**src/rtl/systolic_matmul_nxn.sv**
```systemverilog
// N x N output-stationary systolic matrix multiplier, C = A x B or C += A x B.
// Operand skew is generated internally; valid/ready handshake on both sides.
module systolic_matmul_nxn #(
   parameter int N      = 4,
   parameter int DATA_W = 8,
   parameter int ACC_W  = 2*DATA_W+$clog2(N),
   parameter bit SIGNED = 1'b0
) (
   input  logic                                   i_clk,
   input  logic                                   i_arst_n,
   input  logic                                   i_valid,
   output logic                                   o_ready,
   input  logic                                   i_acc,
   input  logic [N-1:0][N-1:0][DATA_W-1:0]        i_a,
   input  logic [N-1:0][N-1:0][DATA_W-1:0]        i_b,
   output logic                                   o_valid,
   input  logic                                   i_ready,
   output logic [N-1:0][N-1:0][ACC_W-1:0]         o_c
);

   localparam int            CW   = $clog2(3*N);
   localparam logic [CW-1:0] LAST = CW'(3*N-3);

   typedef enum logic [1:0] {IDLE, RUN, DONE} state_t;

   state_t                               state;
   logic [CW-1:0]                        cnt;
   logic [N-1:0][N-1:0][DATA_W-1:0]      a_lat;
   logic [N-1:0][N-1:0][DATA_W-1:0]      b_lat;
   logic [N-1:0][N-1:0][DATA_W-1:0]      a_pipe;
   logic [N-1:0][N-1:0][DATA_W-1:0]      b_pipe;
   logic [N-1:0][N-1:0][DATA_W-1:0]      a_in;
   logic [N-1:0][N-1:0][DATA_W-1:0]      b_in;
   logic [N-1:0][N-1:0][ACC_W-1:0]       prod;
   logic [N-1:0][N-1:0][ACC_W-1:0]       acc;
   logic [N-1:0][DATA_W-1:0]             a_inj;
   logic [N-1:0][DATA_W-1:0]             b_inj;
   logic                                 accept;
   logic                                 run;

   assign accept = i_valid & o_ready;
   assign run    = (state == RUN);
   assign o_c    = acc;

   // Product widened to the accumulator, zero- or sign-extended.
   function automatic logic [ACC_W-1:0] mul_ext(
      input logic [DATA_W-1:0] a,
      input logic [DATA_W-1:0] b
   );
      logic signed [2*DATA_W-1:0] ps;
      logic        [2*DATA_W-1:0] pu;
      ps = $signed({{DATA_W{a[DATA_W-1]}}, a}) *
           $signed({{DATA_W{b[DATA_W-1]}}, b});
      pu = {{DATA_W{1'b0}}, a} * {{DATA_W{1'b0}}, b};
      if (SIGNED) return ACC_W'(ps);
      else        return ACC_W'(pu);
   endfunction

   // Control FSM: handshake, run counter and operand latches.
   always_ff @(posedge i_clk or negedge i_arst_n) begin
      if (!i_arst_n) begin
         state   <= IDLE;
         o_ready <= 1'b1;
         o_valid <= 1'b0;
         cnt     <= '0;
         a_lat   <= '0;
         b_lat   <= '0;
      end else begin
         unique case (state)
            IDLE: begin
               if (accept) begin
                  a_lat   <= i_a;
                  b_lat   <= i_b;
                  cnt     <= '0;
                  o_ready <= 1'b0;
                  state   <= RUN;
               end
            end
            RUN: begin
               cnt <= cnt + 1'b1;
               if (cnt == LAST) begin
                  o_valid <= 1'b1;
                  state   <= DONE;
               end
            end
            DONE: begin
               if (i_ready) begin
                  o_valid <= 1'b0;
                  o_ready <= 1'b1;
                  state   <= IDLE;
               end
            end
            default: state <= IDLE;
         endcase
      end
   end

   // Skewed edge injectors: row i gets A[i][cnt-i], column j gets B[cnt-j][j].
   always_comb begin
      a_inj = '0;
      b_inj = '0;
      for (int i = 0; i < N; i++) begin
         for (int k = 0; k < N; k++) begin
            if (cnt == CW'(i+k)) begin
               a_inj[i] = a_lat[i][k];
               b_inj[i] = b_lat[k][i];
            end
         end
      end
   end

   // PE inputs come from the injectors at the edges, else from the neighbour.
   always_comb begin
      a_in = '0;
      b_in = '0;
      prod = '0;
      for (int i = 0; i < N; i++) begin
         a_in[i][0] = a_inj[i];
         b_in[0][i] = b_inj[i];
         for (int j = 1; j < N; j++) begin
            a_in[i][j] = a_pipe[i][j-1];
            b_in[j][i] = b_pipe[j-1][i];
         end
      end
      for (int i = 0; i < N; i++) begin
         for (int j = 0; j < N; j++) begin
            prod[i][j] = mul_ext(a_in[i][j], b_in[i][j]);
         end
      end
   end

   // PE array: multiply-accumulate and forward operands while running.
   always_ff @(posedge i_clk or negedge i_arst_n) begin
      if (!i_arst_n) begin
         a_pipe <= '0;
         b_pipe <= '0;
         acc    <= '0;
      end else if (accept) begin
         a_pipe <= '0;
         b_pipe <= '0;
         if (!i_acc) acc <= '0;
      end else if (run) begin
         a_pipe <= a_in;
         b_pipe <= b_in;
         for (int i = 0; i < N; i++) begin
            for (int j = 0; j < N; j++) begin
               acc[i][j] <= acc[i][j] + prod[i][j];
            end
         end
      end
   end

endmodule

```
**config.mk**
```make
export PLATFORM = sky130hd
export DESIGN_NAME = systolic_matmul_nxn
export DESIGN_NICKNAME = d
export VERILOG_FILES = /design/src/rtl/systolic_matmul_nxn.sv
export SDC_FILE = /design/constraint.sdc
export NUM_CORES = 2
export LEC_CHECK = 0
export BUFFER_PORTS_ARGS = -buffer_cell sky130_fd_sc_hd__buf_2
export CORE_ASPECT_RATIO = 0.75
export CORE_MARGIN = 1
export CORE_UTILIZATION = 25
export CTS_BUF_LIST = sky130_fd_sc_hd__clkbuf_8 sky130_fd_sc_hd__clkbuf_16
export DETAILED_ROUTE_END_ITERATION = 10
export GPL_ROUTABILITY_DRIVEN = 0
export SYNTH_ARGS = -nofsm -noshare
export SYNTH_HDL_FRONTEND = slang
export SYNTH_SLANG_ARGS = --single-unit
export TNS_END_PERCENT = 30
```
**constraint.sdc**
```tcl
create_clock -name i_clk -period 5.65 [get_ports i_clk]
set_clock_uncertainty 0.1 [all_clocks]
set_input_delay 0.2825 -clock i_clk [delete_from_list [all_inputs] [get_ports i_clk]]
set_output_delay 0.2825 -clock i_clk [all_outputs]
set_load 0.1 [all_outputs]
```
==> metrics.txt <==
outcome=complete, but fails checks; violated checks=negative setup slack; DP Cell Count=12550; Root Driver=clkbuf_16; per-cell routed wire length=19.24 um; 1st-pass router iterations=6; IO Pins=551; Syn Area/Cell=8.636 sq um; min Tclk post-route=5970 ps; CTS Buffer Depth=3; post-synthesis sequential area ratio=26.30%; LEAKAGE=46.84 nW; layout cells sized above 1=18.47%; Post-synth top cells=nand2_1 (1830), inv_1 (1403), fa_1 (800), dfrtp_1 (743), ha_1 (644); post-synth top area cell=dfrtp_1; initial antenna violation count=6; number of flops mapped to enable cells by yosys=0; Pwr Density=137.6 nW/um^2; Synth Instances=8198; Peak VDD IR=229.1 uV; fin worst setup slack=-320.1 ps; syn_nets=9903; crit path capture type=flop; Slew headroom=22.74%; initial core utilization=25.23%; antenna-violating nets left=0; top achievable clock speed=167.5 MHz; Total GRT Usage=17.68%; Critical Path Start Type=flop; synth warn=0; clock sinks=744; post-DP HPWL=192.9 mm; Final Slew Violations=0; nets@finish=10980; area of the multi-input gates=47730 sq um; DRT Wirelength=252.2 mm; CP max FO=5; Max Cap Viol=0; #FFs+latches synth=744; area delta synth->final=27.20%; CTS tree=done; fin area=90060 sq um; top-count cell post-synth=nand2_1; row cnt=168; Pwr Total=12.39 mW; Netlist cell types=76; first-pass GRT wire length=384.5 mm; sequential cell area=18620 sq um; Clock Latency Late Sink=740 ps; commonest register cell after synthesis=dfrtp_1; Slew @ Worst Pin=1159 ps; Post-Place Cell Area=80710 sq um; Area contributors post-synth=dfrtp_1 (26%), fa_1 (23%), ha_1 (11%), nand2_1 (9.7%), inv_1 (7.4%); Worst Hold Class=input port to async pin; vias in the first global route=60140; Cell Area, Synth=70800 sq um; most used cell, CP=buf_6; clk slew on worst S/H paths=70 ps; Final Cycle Share=105.7%; Worst Path Arrival=6470 ps; GRT overflow=0; Die Ht=462.9 um; ys async rst share=100.0%; non-filler cells in the finished layout=13110; Core ar.=280600 sq um; H-tree Lvls=3; RSZ-0062 raised after global routing=true; critical path data required time=6150 ps; CTS buffer count=96; post-synth top area share=26.26%; Starting DRT DRC Count=3859; Critical Path Max Stage Delay=520 ps; DR vias=58260; IO buf count=550; Die ar.=285300 sq um; mean number of vias per cell=4.445; Final Hold Viols=0; Crit Path Category=flop to flop; Crit-path slowest cell=fa_1; die width=616.5 um; pin count of the biggest net entering global routing=259; Fillers=29080; DRC Markers=0; final setup violating endpoints=42
-- timing repair --
action,CTS,global route
hold buffers,259,0
pin swaps,184,196
endpoints found under the hold margin,341,0
buffers inserted,76,44
resized for setup,359,247
cloned,3,1
setup endpoints to repair,63,67
-- area by class of cell --
| type | instances | area share [%] |
|---|---|---|
| timing repair buffer | 1369 | 11.54 |
| inverter | 1403 | 5.853 |
| clock inverter | 70 | 0.8753 |
| clock buffer | 107 | 2.836 |
| tap | 3740 | 5.196 |
| multi-input combinational | 5665 | 53.00 |
| sequential | 744 | 20.68 |
| antenna | 9 | 0.02501 |
-- worst paths after layout --
kind / start / to / slack (ps) / cells past startpoint
worst max-delay path: cnt[0] / o_c[35] / -320 / 27
worst min-delay path: i_arst_n / o_c[66] / 110 / 2
worst max register to register: cnt[0] / o_c[35] / -320 / 27
worst min register to register: b_lat[99] / b_lat[99] / 370 / 2
max in group asynchronous: i_arst_n / b_lat[95] / 3830 / 4
min in group i_clk: i_acc / o_c[23] / 120 / 4
-- metal layers --
layer | global-route usage [%] | up-vias | wire length [um]
li1 | - | 27620 | -
met2 | 25.94 | 1434 | 105200
met5 | 0 | - | 0
met3 | 4.044 | 381 | 16300
met4 | 6.579 | 0 | 10760
met1 | 25.13 | 28820 | 119900
-- placed cells by master, fill, tap and decap left out, drive strengths merged, types with 9 or more instances in the layout --
cell / count
a211oi: 39
a21o: 63
a21oi: 391
a221oi: 26
a22o: 47
a22oi: 28
a31oi: 19
and2: 420
buf: 1109
bufinv: 13
clkbuf: 108
clkinv: 21
clkinvlp: 10
dfrtp: 743
diode: 9
dlygate4sd3: 259
fa: 800
ha: 644
inv: 1429
nand2: 1830
nand2b: 88
nand3: 40
nor2: 281
nor2b: 108
nor3: 47
o211ai: 10
o21a: 38
o21ai: 328
o21bai: 31
o22ai: 71
o31ai: 26
or2: 9
or3: 13
xnor2: 81
xor2: 106
-- sequential cells by signal, summed over array words and instances (netlist names) --
signal and flops:
o_c 288, a_lat 128, b_lat 128, a_in 96
b_in 96, cnt 4, state 2, o_ready 1
o_valid 1
-- report_power, final --
group	switching (mW)	internal, mW
Clock	2.82	3.87
Sequential	0	5.33
Combinational	0.187	0.191
-- kinds of logic (layout without fill, tap and decap cells) --
family / after synthesis / after routing / synth area share (%)
and+or+nand+nor: 2866 / 2866 / 17.80
adders and majority gates: 1444 / 1444 / 34.00
muxes: 2 / 2 / 0.02828
DFF: 744 / 744 / 26.30
xor gates and xnor gates: 187 / 187 / 2.313
buffers and inverters: 1789 / 2949 / 9.593
other: 0 / 9 / 0
AOI/OAI and AO/OA: 1166 / 1166 / 9.962
-- worst max-delay path, delay by kind of cell, from the launching register on --
family          cells  cell delay, ps
compound gates      7            1330
fa+ha+maj           6            2270
buf+inv             8             840
xor+xnor            1             140
flops               1             400
simple gates        5             730
-- metrics by stage --
stage	setup TNS, ps	util (%)	hold WS, ps	setup WS, ps
after global routing	-17370	32.09	118.6	-549.7
final	-5831	32.09	112.4	-320.1
after global placement	-22070	28.76	299.9	-669.5
after detailed placement	-24580	28.76	302.2	-663.4
after CTS	-4142	31.65	88.02	-273.4
after floorplan	-383.9	-	-113.1	-83.53
Note: power is estimated with default switching activity, not from simulation.
